`config.mk`:
```
export PLATFORM = sky130hd
export DESIGN_NAME = uart_tx_sched_flat
export DESIGN_NICKNAME = d
export VERILOG_FILES = /design/src/rtl/uart_tx_sched_if.sv /design/src/rtl/uart_tx_sched.sv /design/src/flat_wrapper.sv
export SDC_FILE = /design/constraint.sdc
export NUM_CORES = 1
export LEC_CHECK = 0
export CORE_MARGIN = 2
export CORE_UTILIZATION = 45
export CTS_CLUSTER_SIZE = 8
export DETAILED_ROUTE_END_ITERATION = 8
export PLACE_DENSITY = 0.72
export SYNTH_ARGS = -nofsm -noshare
export SYNTH_HDL_FRONTEND = slang
export SYNTH_SLANG_ARGS = --single-unit
```
`constraint.sdc`:
```
create_clock -name clk -period 1.91 [get_ports clk]
set_input_delay 0.573 -clock clk [delete_from_list [all_inputs] [get_ports clk]]
set_output_delay 0.573 -clock clk [all_outputs]
set_load 0.05 [all_outputs]
```
`src/rtl/uart_tx_sched_if.sv`:
```
// Requester byte streams and the UART_DATA transmit port shared by uart_tx_sched.
// The scheduler connects through the slave modport; requesters and the UART connect through master.
interface uart_tx_sched_if #(
  parameter int NREQ = 4
);
  logic [NREQ-1:0]   req_valid;
  logic [8*NREQ-1:0] req_data;
  logic [NREQ-1:0]   req_last;
  logic [NREQ-1:0]   req_ready;
  logic [NREQ-1:0]   grant;
  logic [7:0]        uart_din;
  logic              uart_wr_en;
  logic              uart_tx_busy;

  modport slave (
    input  req_valid, req_data, req_last, uart_tx_busy,
    output req_ready, grant, uart_din, uart_wr_en
  );

  modport master (
    output req_valid, req_data, req_last, uart_tx_busy,
    input  req_ready, grant, uart_din, uart_wr_en
  );
endinterface

```
`src/rtl/uart_tx_sched.sv`:
```
// Round-robin scheduler sharing one UART transmitter among NREQ byte streams.
// A granted requester keeps the UART until its last byte, with timeouts on every wait.
module uart_tx_sched #(
  parameter int NREQ    = 4,
  parameter int BUSY_TO = 8,
  parameter int LOCK_TO = 50000
) (
  input  logic            clk,
  input  logic            rst_n,
  uart_tx_sched_if.slave  bus,
  output logic            sched_busy,
  output logic            busy_timeout,
  output logic            lock_drop
);

  localparam int PW = $clog2(NREQ);
  localparam int BW = $clog2(BUSY_TO + 1);
  localparam int LW = $clog2(LOCK_TO + 1);

  localparam logic [2:0] S_IDLE    = 3'd0;
  localparam logic [2:0] S_FETCH   = 3'd1;
  localparam logic [2:0] S_LOAD    = 3'd2;
  localparam logic [2:0] S_WAIT_HI = 3'd3;
  localparam logic [2:0] S_WAIT_LO = 3'd4;

  logic [2:0]      state_r, state_n;
  logic [PW-1:0]   ptr_r, ptr_n;
  logic [PW-1:0]   owner_r, owner_n;
  logic [NREQ-1:0] grant_r, grant_n;
  logic [NREQ-1:0] ready_r, ready_n;
  logic [7:0]      din_r, din_n;
  logic            last_r, last_n;
  logic            wr_en_r, wr_en_n;
  logic [BW-1:0]   bcnt_r, bcnt_n;
  logic [LW-1:0]   lcnt_r, lcnt_n;
  logic            bto_r, bto_n;
  logic            ldrop_r, ldrop_n;
  logic            sched_busy_r;

  logic            pick_found_s;
  logic [PW-1:0]   pick_idx_s;
  logic [PW-1:0]   cand_s;
  logic [NREQ-1:0] pick_oh_s;
  logic            xfer_s;
  logic [7:0]      owner_data_s;
  logic            owner_last_s;
  logic            bto_hit_s;
  logic            done_s;
  logic [BW-1:0]   bcnt_inc_s;
  logic [LW-1:0]   lcnt_inc_s;

  assign owner_data_s = bus.req_data[{owner_r, 3'b000} +: 8];
  assign owner_last_s = bus.req_last[owner_r];
  assign xfer_s       = bus.req_valid[owner_r] & ready_r[owner_r];
  assign pick_oh_s    = {{(NREQ-1){1'b0}}, 1'b1} << pick_idx_s;

  // Counters saturate at their limit instead of wrapping.
  assign bcnt_inc_s = (bcnt_r == BW'(BUSY_TO)) ? bcnt_r : bcnt_r + BW'(1);
  assign lcnt_inc_s = (lcnt_r == LW'(LOCK_TO)) ? lcnt_r : lcnt_r + LW'(1);

  // The decision is taken one cycle early so the registered pulse lands BUSY_TO cycles after wr_en.
  assign bto_hit_s = (state_r == S_WAIT_HI) && !bus.uart_tx_busy && (bcnt_r == BW'(BUSY_TO - 2));
  assign done_s    = bto_hit_s || ((state_r == S_WAIT_LO) && !bus.uart_tx_busy);

  // Round-robin pick: first valid requester searching ptr+1, ptr+2, ... modulo NREQ.
  always_comb begin
    pick_found_s = 1'b0;
    pick_idx_s   = '0;
    cand_s       = '0;
    for (int i = 1; i <= NREQ; i++) begin
      cand_s = PW'((int'(ptr_r) + i) % NREQ);
      if (!pick_found_s && bus.req_valid[cand_s]) begin
        pick_found_s = 1'b1;
        pick_idx_s   = cand_s;
      end else begin
        pick_found_s = pick_found_s;
      end
    end
  end

  // Next-state and next-output computation for the scheduler FSM.
  always_comb begin
    state_n = state_r;
    ptr_n   = ptr_r;
    owner_n = owner_r;
    grant_n = grant_r;
    ready_n = '0;
    din_n   = din_r;
    last_n  = last_r;
    wr_en_n = 1'b0;
    bcnt_n  = bcnt_r;
    lcnt_n  = lcnt_r;
    bto_n   = 1'b0;
    ldrop_n = 1'b0;
    case (state_r)
      S_IDLE: begin
        if (pick_found_s) begin
          owner_n = pick_idx_s;
          grant_n = pick_oh_s;
          ready_n = pick_oh_s;
          lcnt_n  = '0;
          state_n = S_FETCH;
        end else begin
          grant_n = '0;
        end
      end
      S_FETCH: begin
        if (xfer_s) begin
          din_n   = owner_data_s;
          last_n  = owner_last_s;
          wr_en_n = 1'b1;
          state_n = S_LOAD;
        end else if (lcnt_r == LW'(LOCK_TO - 1)) begin
          ldrop_n = 1'b1;
          ptr_n   = owner_r;
          grant_n = '0;
          state_n = S_IDLE;
        end else begin
          ready_n = grant_r;
          lcnt_n  = lcnt_inc_s;
        end
      end
      S_LOAD: begin
        bcnt_n  = '0;
        state_n = S_WAIT_HI;
      end
      S_WAIT_HI, S_WAIT_LO: begin
        bto_n = bto_hit_s;
        if (done_s && last_r) begin
          ptr_n   = owner_r;
          grant_n = '0;
          state_n = S_IDLE;
        end else if (done_s) begin
          ready_n = grant_r;
          lcnt_n  = '0;
          state_n = S_FETCH;
        end else if (bus.uart_tx_busy) begin
          state_n = S_WAIT_LO;
        end else begin
          bcnt_n = bcnt_inc_s;
        end
      end
      default: begin
        grant_n = '0;
        state_n = S_IDLE;
      end
    endcase
  end

  // State and output registers.
  always_ff @(posedge clk or negedge rst_n) begin
    if (!rst_n) begin
      state_r      <= S_IDLE;
      ptr_r        <= PW'(NREQ - 1);
      owner_r      <= '0;
      grant_r      <= '0;
      ready_r      <= '0;
      din_r        <= 8'h00;
      last_r       <= 1'b0;
      wr_en_r      <= 1'b0;
      bcnt_r       <= '0;
      lcnt_r       <= '0;
      bto_r        <= 1'b0;
      ldrop_r      <= 1'b0;
      sched_busy_r <= 1'b0;
    end else begin
      state_r      <= state_n;
      ptr_r        <= ptr_n;
      owner_r      <= owner_n;
      grant_r      <= grant_n;
      ready_r      <= ready_n;
      din_r        <= din_n;
      last_r       <= last_n;
      wr_en_r      <= wr_en_n;
      bcnt_r       <= bcnt_n;
      lcnt_r       <= lcnt_n;
      bto_r        <= bto_n;
      ldrop_r      <= ldrop_n;
      sched_busy_r <= (state_n != S_IDLE);
    end
  end

  assign bus.req_ready  = ready_r;
  assign bus.grant      = grant_r;
  assign bus.uart_din   = din_r;
  assign bus.uart_wr_en = wr_en_r;
  assign sched_busy     = sched_busy_r;
  assign busy_timeout   = bto_r;
  assign lock_drop      = ldrop_r;

endmodule

```
`src/flat_wrapper.sv`:
```
// flat-port wrapper written by rule: the top's interface ports become plain ports
module uart_tx_sched_flat 
#(
  parameter int NREQ    = 4,
  parameter int BUSY_TO = 8,
  parameter int LOCK_TO = 50000
)
  (clk, rst_n, sched_busy, busy_timeout, lock_drop, bus_req_valid, bus_req_data, bus_req_last, bus_uart_tx_busy, bus_req_ready, bus_grant, bus_uart_din, bus_uart_wr_en);
  uart_tx_sched_if #(.NREQ(NREQ)) bus_i ();
  input  logic clk;
  input  logic rst_n;
  output logic sched_busy;
  output logic busy_timeout;
  output logic lock_drop;
  input wire logic [$bits(bus_i.req_valid)-1:0] bus_req_valid;
  input wire logic [$bits(bus_i.req_data)-1:0] bus_req_data;
  input wire logic [$bits(bus_i.req_last)-1:0] bus_req_last;
  input wire logic [$bits(bus_i.uart_tx_busy)-1:0] bus_uart_tx_busy;
  output wire logic [$bits(bus_i.req_ready)-1:0] bus_req_ready;
  output wire logic [$bits(bus_i.grant)-1:0] bus_grant;
  output wire logic [$bits(bus_i.uart_din)-1:0] bus_uart_din;
  output wire logic [$bits(bus_i.uart_wr_en)-1:0] bus_uart_wr_en;
  assign bus_i.req_valid = bus_req_valid;
  assign bus_i.req_data = bus_req_data;
  assign bus_i.req_last = bus_req_last;
  assign bus_i.uart_tx_busy = bus_uart_tx_busy;
  assign bus_req_ready = bus_i.req_ready;
  assign bus_grant = bus_i.grant;
  assign bus_uart_din = bus_i.uart_din;
  assign bus_uart_wr_en = bus_i.uart_wr_en;
  uart_tx_sched #(.NREQ(NREQ), .BUSY_TO(BUSY_TO), .LOCK_TO(LOCK_TO)) u_core (.clk(clk), .rst_n(rst_n), .bus(bus_i), .sched_busy(sched_busy), .busy_timeout(busy_timeout), .lock_drop(lock_drop));
endmodule
```
# Yosys cells after proc, flatten, opt, wreduce, memory -nomap -nowiden
# Index checks and enable logic that the tools add are counted.
[totals]
ff_bits = 48
elab_cells = 131
[op_classes]
n_addsub = 6
magnitude_cmp = 5
eq_ne = 19
n_shift = 2
n_mux = 60
n_bitwise = 2
n_reduce_logical = 24
[op_table]
columns = ["operator", "count"]
rows = [
  ["two-way mux 16 bit", 6],
  ["case mux 16 bit (3 select lines)", 1],
  ["two-way mux 4 bit", 11],
  ["equality test 16 bit (second input constant)", 2],
  ["indexed part select 32 x 6 -> 8 bit", 1],
  ["two-way mux 3 bit", 6],
  ["two-way mux 1 bit", 17],
  ["adder 16 x 1 -> 16 bit (second input constant)", 1],
  ["case mux 4 bit (4 select lines)", 1],
  ["< comparator 2 x 3 -> 1 bit (second input constant)", 5],
  ["binary-select mux 1 bit (select 2 bit)", 7],
  ["two-way mux 2 bit", 7],
  ["!= test 2 bit (second input constant)", 7],
  ["case mux 3 bit (4 select lines)", 1],
  ["case mux 4 bit (3 select lines)", 1],
  ["!= test 2 x 1 -> 1 bit (second input constant)", 4],
  ["case mux 4 bit (2 select lines)", 1],
  ["logical AND 1 bit", 7],
  ["AND reduction 7 bit", 1],
  ["equality test 3 x 2 -> 1 bit (second input constant)", 2],
  ["nonzero test 3 bit", 2],
  ["AND reduction 5 bit", 1],
  ["adder 2 x 1 -> 2 bit (second input constant)", 2],
  ["adder 2 bit (second input constant)", 2],
  ["other kinds (17)", 22],
]

# Depth between registers and ports, before layout
# Gate-level depths: netlist of run 1.
[depth]
depth_word = 16
depth_mapped = 10
depth_no_buf = 8

# Least setup slack after synthesis of run 1
# No wires, ideal clock.
[synth_timing]
path_type = "in2reg"
from = "in bus_req_valid[1]"
to = "reg u_core.sched_busy_r (netlist: u_core.sched_busy)"
setup_ns = 0.131
t_arrival_ns = 1.755
t_required_ns = 1.779
slack_ns = 0.024
path_stages = 5
n_path_buf = 0
cell_sequence = "or4_4 nor2_1 o32ai_1 nand2b_1 or3_1"
[synth_between]
elab_chain_cells = 15
word_cells_on_any_way = 25
cone_classes = "mux (17); bitwise (1); reduce/logical (7)"
[synth_lines]
columns = ["element", "line_no", "rtl"]
rows = [
  ["from (decl)", "flat_wrapper.sv:15", "input wire logic [$bits(bus_i.req_valid)-1:0] bus_req_valid;"],
  ["binary-select mux 1 bit (select 2 bit)", "uart_tx_sched.sv:72", "if (!pick_found_s && bus.req_valid[cand_s]) begin"],
  ["two-way mux 1 bit (not written as such)", "uart_tx_sched.sv:72", ""],
  ["two-way mux 1 bit", "uart_tx_sched.sv:72", ""],
  ["zero test 1 bit", "uart_tx_sched.sv:72", ""],
  ["logical AND 1 bit", "uart_tx_sched.sv:72", ""],
  ["two-way mux 1 bit", "uart_tx_sched.sv:72", ""],
  ["zero test 1 bit", "uart_tx_sched.sv:72", ""],
  ["logical AND 1 bit", "uart_tx_sched.sv:72", ""],
  ["two-way mux 1 bit", "uart_tx_sched.sv:72", ""],
  ["zero test 1 bit", "uart_tx_sched.sv:72", ""],
  ["logical AND 1 bit", "uart_tx_sched.sv:72", ""],
  ["two-way mux 1 bit", "uart_tx_sched.sv:72", ""],
  ["two-way mux 3 bit", "uart_tx_sched.sv:97", "if (pick_found_s) begin"],
  ["case mux 3 bit (4 select lines) (*)", "uart_tx_sched.sv:95", "case (state_r)"],
  ["named net u_core.state_n[0]", "uart_tx_sched.sv:26", "logic [2:0] state_r, state_n;"],
  ["nonzero test 3 bit (*)", "uart_tx_sched.sv:179", "sched_busy_r <= (state_n != S_IDLE);"],
  ["to (signal assigned)", "uart_tx_sched.sv:179", ""],
  ["to (decl)", "uart_tx_sched.sv:38", "logic sched_busy_r;"],
]
# The timed path passes the listed nets; every way through them passes the cells marked *. The select of a mux whose other input is x is not followed.
# A chain may end at the register's enable or synchronous reset.

# Worst setup path after layout of run 1
[layout_timing]
from = "in bus_req_valid[3]"
to = "reg u_core.sched_busy_r (netlist: u_core.sched_busy)"
# Same word-level chain as after synthesis.

==> results of run 1 <==
[logic make-up (layout without fill, tap and decap cells)]
| group | Yosys count | count (layout) | synth area share [%] |
|---|---|---|---|
| AND/OR/NAND/NOR | 114 | 116 | 23.4 |
| flip-flops | 48 | 48 | 43.5 |
| buffers and inverters | 21 | 114 | 3.57 |
| AO/OA/AOI/OAI | 68 | 68 | 15.5 |
| multiplexers | 20 | 20 | 11.7 |
| adder cells (fa/ha/maj) | 5 | 5 | 2.26 |
[critical path: stages]
cell	delay, ns
dlygate4sd2_1	0.24
or4_4	0.57
nor2_1	0.12
o32ai_1	0.08
nand2b_1	0.16
or3_1	0.35
[state kept, by name, summed over array words and instances, names as in the netlist]
name	count
u_core.bcnt_r	4
u_core.bus.grant	4
u_core.bus.req_ready	4
u_core.bus.uart_din	8
u_core.bus.uart_wr_en	1
u_core.busy_timeout	1
u_core.last_r	1
u_core.lcnt_r	16
u_core.lock_drop	1
u_core.owner_r	2
u_core.ptr_r	2
u_core.sched_busy	1
u_core.state_r	3
[worst max path at each step]
stage / slack [ns] / end / cells after the start
after CTS: 0.005 / u_core.ptr_r[0] / 8
after global routing: -0.09 / u_core.sched_busy / 8
after floorplan: 0.02 / u_core.sched_busy / 5
final: -0.02 / u_core.sched_busy / 6
after detailed placement: -0.49 / u_core.sched_busy / 6
after global placement: -0.46 / u_core.sched_busy / 6
[cells in the mapped netlist, types with 2 or more instances]
cell and n:
dfrtp_1 46, o21ai_0 30, nand2_1 25, nor2_1 25, a21o_1 10, mux2_2 10, a21oi_1 9, mux4_2 9
nand4_1 9, clkbuf_1 8, nand3_1 8, inv_1 7, a31oi_1 5, and3_1 5, ha_1 5, nand2b_1 5
and2_1 4, buf_2 4, nand4b_1 4, nor3_1 4, o31ai_1 4, nand3b_1 3, nor2b_1 3, nor3b_1 3
buf_6 2, dfstp_2 2, nand3_2 2, nor4b_1 2, o32ai_1 2, or3_1 2
[timing repair]
| action | CTS | global route |
|---|---|---|
| pin swaps | 4 | 14 |
| setup buffers | 1 | 3 |
| setup endpoints to repair | 31 | 33 |
| gates cloned | 1 | 1 |
| resized for setup | 13 | 22 |
[through the flow]
stage          instance area [sq um]  hold WS, ns
6_report                        3840        0.185
5_1_grt                         3840        0.198
4_1_cts                         3760        0.202
3_5_place_dp                    3600        0.493
3_3_place_gp                    3600        0.486
2_1_floorplan                   2770        0.277
[cell usage in the layout, fill, tap and decap left out, types with 2 or more instances in the layout]
cell,synthesis,routed
nand3_2,2,2
nand3b_4,1,2
and2_1,4,2
nor3_1,4,4
buf_4,0,55
nand4b_1,4,4
inv_1,7,6
nor2_1,25,22
nand4_1,9,9
or3_1,2,2
nand3_1,8,7
and3b_2,1,2
nor3b_1,3,2
ha_1,5,3
nor2_2,0,3
o31ai_1,4,3
a21oi_1,9,9
o21ai_1,0,8
nand2_1,25,25
a31oi_1,5,4
a21o_1,10,10
nand3b_1,3,3
dfrtp_1,46,46
o21ai_0,30,22
dlygate4sd2_1,0,5
buf_6,2,2
dfstp_2,2,2
and3_1,5,5
clkdlybuf4s50_1,0,36
nor2b_1,3,3
clkinv_2,0,2
clkbuf_8,0,6
mux4_2,9,9
mux2_2,10,10
nand2b_1,5,5
[layout make-up]
cell class | count | area, sq um
Tap cell | 75 | 93.8
Fill cell | 492 | 2080
Timing Repair Buffer | 99 | 845
Clock inverter | 2 | 10.0
Sequential cell | 48 | 1200
Inverter | 7 | 26.3
Clock buffer | 6 | 82.6
Multi-Input combinational cell | 209 | 1580
[per-layer routing]
metal	vias up	track usage [%]	wire, microns
li1	1210	-	-
met1	1232	28.8	3010
met2	82	35.7	3490
met3	9	4.46	361
met4	0	6.83	103
met5	-	0	0
[power groups by stage]
stage	Sequential, mW	Combinational, mW	Clock [mW]
6_report	1.61	3.09	0.620
5_1_grt	1.66	3.35	0.682
4_1_cts	1.60	2.96	0.631
3_5_place_dp	1.62	2.86	0
3_3_place_gp	1.61	2.81	0
2_1_floorplan	2.13	1.36	0
==> impl_table.tex, run 1 <==
\begin{tabular}{lr}
\hline
Metric & Value \\
\hline
\multicolumn{2}{l}{\textbf{Detailed routing}} \\
\quad Iter 0 DRT Violations & 154 \\
\quad DRC violation count after routing & 0 \\
\quad Final wirelength & 6970 microns \\
\quad First drt pass iteration count & 4 \\
\quad Vias post-DR & 2533 \\
\quad Count of antenna-violating nets left after detailed routing & 0 \\
\quad Drt via density & 5.68 \\
\quad Routed len/inst & 15.6 microns \\
\multicolumn{2}{l}{\textbf{Setup path}} \\
\quad Startpoint of the most critical register-to-register path & u\_core.bcnt\_r[0] \\
\quad Reg-to-reg slack, setup & 0 ns \\
\quad Type of origin of the critical path & primary input \\
\quad Req. time, crit path & 2.09 ns \\
\quad Critical path peak fanout & 4 \\
\quad Endpoint class of the critical path & register \\
\quad Endpoint of the worst register-to-register path & u\_core.bcnt\_r[3] \\
\quad Worst setup path startpoint & bus\_req\_valid[3] \\
\quad Critical path class & in -> reg \\
\quad Cells on worst reg2reg path & 8 \\
\quad Worst endpoint data arrival time & 2.11 ns \\
\multicolumn{2}{l}{\textbf{Job}} \\
\quad Total of max-cap violations & 0 \\
\multicolumn{2}{l}{\textbf{Global routing}} \\
\quad GRT Overall Usage & 21.7\% \\
\quad Maximum number of pins on one net before global-route repair & 18 \\
\quad Vias in the first global route & 2418 \\
\quad Remaining global-route overflow & 0 \\
\quad Number of antenna violations at the first check in global routing & 0 \\
\quad First-pass GRT wire length & 11200 microns \\
\multicolumn{2}{l}{\textbf{Synth}} \\
\quad Synth warnings & 0 \\
\quad Count of distinct cell types in the synthesized netlist & 49 \\
\quad Synth area leaders & dfrtp\_1 42\%, mux4\_2 7.3\%, o21ai\_0 5.4\% \\
\quad Area share of the largest cell type after synthesis & 41.6\% \\
\quad Seq/Total Area, Yosys & 43.5\% \\
\quad Post-synthesis average cell area & 10.0 sq um \\
\quad Synthesis-stage register bit count & 48 \\
\quad Instance count of the mapped netlist & 276 \\
\quad Area leader, netlist & dfrtp\_1 \\
\quad Share of flip-flops with an asynchronous set or reset after synthesis & 100\% \\
\quad Number of synthesized flops with an enable pin & 0 \\
\quad Main flop type after synthesis & dfrtp\_1 \\
\quad Netlist Area Pre-Place & 2770 sq um \\
\quad Synth Net Count & 324 \\
\multicolumn{2}{l}{\textbf{Pwr}} \\
\quad Combinational power share & 58.0\% \\
\quad Worst IR Drop VDD & 0.987 mV \\
\quad Net switching share of the total power & 44.6\% \\
\quad Power Density & 1390 nW/um\^{}2 \\
\quad Leakage power of the design & 1.73 nW \\
\quad Clock network power share & 11.7\% \\
\quad Total Power & 5.32 mW \\
\quad Relative contribution of sequential cells to total power & 30.3\% \\
\quad Sw Pwr & 2.37 mW \\
\quad Power Internal & 2.95 mW \\
\multicolumn{2}{l}{\textbf{CTS}} \\
\quad Maximum number of buffers from clock root to sink & 2 \\
\quad CTS H-tree depth & 2 \\
\quad Clock latency on the worst-skew pair & 0.30 ns \\
\quad CTS clk-pin slew, worst paths & 0.09 ns \\
\quad CTS tree & done \\
\quad Number of CTS-inserted buffers & 5 \\
\quad Clock tree root driver cell & clkbuf\_8 \\
\quad Num Clock Sinks & 48 \\
\quad Hold-fix buffers at CTS & 0 \\
\multicolumn{2}{l}{\textbf{Timing}} \\
\quad Max-slew violations & 0 \\
\quad Sum Neg Setup Slack & -0.0279 ns \\
\quad Final clock skew & 0.0108 ns \\
\quad Final Cycle Share & 101\% \\
\quad Setup repair after global routing missed its margin & yes \\
\quad Min Tclk post-route & 1.93 ns \\
\quad Relative slew slack & 72.2\% \\
\quad Max Fclk & 517 MHz \\
\quad Transition time of the tightest slew-check pin & 0.415 ns \\
\quad Setup-violating endpoint count in the final report & 2 \\
\quad Final critical-path setup slack & -0.0248 ns \\
\quad Final Hold Fails & 0 \\
\multicolumn{2}{l}{\textbf{Die}} \\
\quad Area of the die & 6800 sq um \\
\quad Die boundary height & 82.5 microns \\
\quad Total core area & 5920 sq um \\
\quad Width of the die & 82.5 microns \\
\quad Total I/O pin count & 63 \\
\quad Initial cell density of the core & 46.8\% \\
\quad Row cnt & 28 \\
\multicolumn{2}{l}{\textbf{Layout}} \\
\quad Area added between synthesis and finish & 38.6\% \\
\quad Fraction of layout cells with a size suffix above 1 & 31.0\% \\
\quad Final std cells w/o fill & 446 \\
\quad Final design utilization & 64.8\% \\
\quad Nets & 418 \\
\quad Antenna cells & 0 \\
\multicolumn{2}{l}{\textbf{Placement}} \\
\quad Routability cong. & 0.922 \\
\quad Number of instances in the placed design & 432 \\
\quad DPL Wire Length & 5070 microns \\
\quad Port bufs & 62 \\
\quad Setup slack after placement & -0.485 ns \\
\multicolumn{2}{l}{\textbf{Worst hold path}} \\
\quad Hold Path Class & in -> async \\
\multicolumn{2}{l}{\textbf{Status}} \\
\quad Violated checks & setup timing \\
\quad Status & complete, but fails checks \\
\hline
\end{tabular}
Note: power is estimated with default switching activity, not from simulation.
==> run 2: changes to the inputs <==
--- a/config.mk
+++ b/config.mk
@@ -5,6 +5,7 @@
 export SDC_FILE = /design/constraint.sdc
 export NUM_CORES = 1
 export LEC_CHECK = 0
+export ABC_AREA = 0
 export CORE_MARGIN = 2
 export CORE_UTILIZATION = 45
 export CTS_CLUSTER_SIZE = 8
==> results of run 2 <==
The final DEF is identical to that of run 1; final timing and power are the same.
==> run 3: changes to the inputs <==
--- a/config.mk
+++ b/config.mk
@@ -10,7 +10,8 @@
 export CORE_UTILIZATION = 45
 export CTS_CLUSTER_SIZE = 8
 export DETAILED_ROUTE_END_ITERATION = 8
-export PLACE_DENSITY = 0.72
+export DONT_BUFFER_PORTS = 1
+export PLACE_DENSITY = 0.58
 export SYNTH_ARGS = -nofsm -noshare
 export SYNTH_HDL_FRONTEND = slang
 export SYNTH_SLANG_ARGS = --single-unit
==> run 3 against run 2 <==
  * The flow now finishes without violations
  * Clock power is 6.8% higher
  * Sequential power increased by 30%
  * Final cell count shrank 15%
  * Via count decreased by 12%
  * Sequential share of layout area up 6.5 points
  * Combinational power fell by 31%
  * Register-to-register slack gained 0.05 ns
  * Total power fell by 8.0%
  * Worst hold slack lost 0.094 ns
  * Maximum frequency grew 4.0%
  * Largest power group unchanged
  * Highest routed layer unchanged
==> impl_table.tex, run 3 (synthesis gave the netlist of run 1 again) <==
\begin{tabular}{lr}
\hline
Metric & Value \\
\hline
\multicolumn{2}{l}{\textbf{CTS}} \\
\quad CTS clk-pin slew, worst paths & 0.09 ns \\
\quad Clock latency on the worst-skew pair & 0.31 ns \\
\quad Num Clock Sinks & 48 \\
\quad CTS H-tree depth & 2 \\
\quad Maximum number of buffers from clock root to sink & 2 \\
\quad Number of CTS-inserted buffers & 5 \\
\quad CTS tree & done \\
\quad Clock tree root driver cell & clkbuf\_8 \\
\multicolumn{2}{l}{\textbf{Die}} \\
\quad Die boundary height & 82.5 microns \\
\quad Total core area & 5920 sq um \\
\quad Row cnt & 28 \\
\quad Initial cell density of the core & 46.8\% \\
\quad Total I/O pin count & 63 \\
\quad Area of the die & 6800 sq um \\
\quad Width of the die & 82.5 microns \\
\multicolumn{2}{l}{\textbf{Global routing}} \\
\quad Vias in the first global route & 2155 \\
\quad Most congested layer reported by global routing & met2 \\
\quad GRT Overall Usage & 20.7\% \\
\quad Met2 Usage GRT & 31.9\% \\
\quad First-pass GRT wire length & 10700 microns \\
\quad Maximum number of pins on one net before global-route repair & 47 \\
\quad Met1 usage in global routing & 29.8\% \\
\quad Remaining global-route overflow & 0 \\
\quad Number of antenna violations at the first check in global routing & 0 \\
\quad Met3 routing resource usage after global routing & 5.11\% \\
\multicolumn{2}{l}{\textbf{Setup path}} \\
\quad Type of origin of the critical path & register \\
\quad Worst endpoint data arrival time & 2.11 ns \\
\quad Critical path peak fanout & 7 \\
\quad Req. time, crit path & 2.16 ns \\
\quad Critical path class & reg -> reg \\
\quad Endpoint class of the critical path & register \\
\multicolumn{2}{l}{\textbf{Layout}} \\
\quad Register containing the most flip-flops in the final layout & u\_core.lcnt\_r \\
\quad Area added between synthesis and finish & 14.8\% \\
\quad Fraction of layout cells with a size suffix above 1 & 25.8\% \\
\quad Antenna cells & 0 \\
\quad Most frequent cells in the layout & 46 x dfrtp\_1, 30 x buf\_4, 25 x nand2\_1 \\
\quad Final instance area & 3180 sq um \\
\quad Most common library cell in the layout ignoring fill and taps & dfrtp\_1 \\
\quad Final design utilization & 53.7\% \\
\quad Final std cells w/o fill & 377 \\
\quad Nets & 349 \\
\quad Flip-flop count of the largest register after layout & 16 \\
\multicolumn{2}{l}{\textbf{Detailed routing}} \\
\quad First drt pass iteration count & 4 \\
\quad Final wirelength & 6530 microns \\
\quad Count of antenna-violating nets left after detailed routing & 0 \\
\quad Iter 0 DRT Violations & 154 \\
\quad Routed len/inst & 17.3 microns \\
\quad Vias post-DR & 2237 \\
\quad DRC violation count after routing & 0 \\
\quad Drt via density & 5.93 \\
\multicolumn{2}{l}{\textbf{Pwr}} \\
\quad Leakage power of the design & 1.41 nW \\
\quad Worst IR Drop VDD & 1.09 mV \\
\quad Power Density & 1540 nW/um\^{}2 \\
\multicolumn{2}{l}{\textbf{Timing}} \\
\quad Max Fclk & 537 MHz \\
\quad Max-slew violations & 0 \\
\quad Setup-violating endpoint count in the final report & 0 \\
\quad Min Tclk post-route & 1.86 ns \\
\quad Final critical-path setup slack & 0.0493 ns \\
\quad Final Hold Fails & 0 \\
\quad Final Cycle Share & 97.4\% \\
\quad Setup repair after global routing missed its margin & yes \\
\quad Final clock skew & 0.00256 ns \\
\quad Transition time of the tightest slew-check pin & 0.509 ns \\
\quad Relative slew slack & 66.1\% \\
\multicolumn{2}{l}{\textbf{Placement}} \\
\quad Area post-placement & 2990 sq um \\
\quad Routability cong. & 0.822 \\
\quad Setup slack after placement & -0.0366 ns \\
\quad Port bufs & 0 \\
\quad DPL Wire Length & 4530 microns \\
\quad Number of instances in the placed design & 364 \\
\multicolumn{2}{l}{\textbf{Worst hold path}} \\
\quad Hold Path Class & in -> async \\
\multicolumn{2}{l}{\textbf{Status}} \\
\quad Status & completed \\
\multicolumn{2}{l}{\textbf{Job}} \\
\quad Total of max-cap violations & 0 \\
\hline
\end{tabular}
## run 3: final timing paths
kind,start,end,slack [ns],cells past startpoint
max reg2reg,u_core.bcnt_r[1],u_core.bcnt_r[3],0.05,6
max in group asynchronous,rst_n,u_core.last_r,1.60,1
min in group clk,bus_uart_tx_busy,u_core.busy_timeout,0.32,1
min,rst_n,u_core.ptr_r[0],0.09,0
min reg2reg,u_core.lcnt_r[15],u_core.lcnt_r[15],0.49,1
max,u_core.bcnt_r[1],u_core.bcnt_r[3],0.05,6
## run 3: final cells by class
class / count / area (sq um)
multi-input cells: 208 / 1510
inverters: 7 / 26.3
flip-flops and latches: 48 / 1200
clock buffers: 7 / 86.3
well taps: 75 / 93.8
clock inverters: 1 / 7.51
fillers: 541 / 2740
repair buffers: 31 / 253
## run 3: what timing repair did
item	CTS	global route
pin swaps	0	7
hold endpoints to repair	46	0
cloned	0	1
setup endpoints to repair	1	26
buffers inserted	0	3
gates resized for setup	1	15
hold buffers	1	0
## run 3: metal layers
layer	up-vias	part of all wire, %
met5	-	0
met4	0	0.74
met3	4	6.2
met2	77	46
met1	1079	47
li1	1077	-
## run 3: report_power, final
part	total, mW	leakage (nW)	switching [mW]	internal [mW]
combinational	2.14	0.747	1.16	0.984
sequential	2.09	0.616	0.766	1.33
clock	0.662	0.0445	0.367	0.295
## run 3: critical path, cell delays in order (launching register included)
cell	delay, ns
dfrtp_1	0.43
ha_2	0.18
and3b_2	0.26
o31ai_4	0.25
nand4_1	0.13
or4b_1	0.47
nand3_1	0.09
## run 3: per-stage QoR
stage / total power, mW / hold WS [ns] / setup TNS [ns]
floorplan: 3.49 / 0.277 / 0
global placement: 4.06 / 0.279 / -0.0209
detailed placement: 4.10 / 0.279 / -0.0834
CTS: 4.79 / 0.0918 / 0
global route: 5.22 / 0.0798 / -0.384
finish: 4.89 / 0.0918 / 0
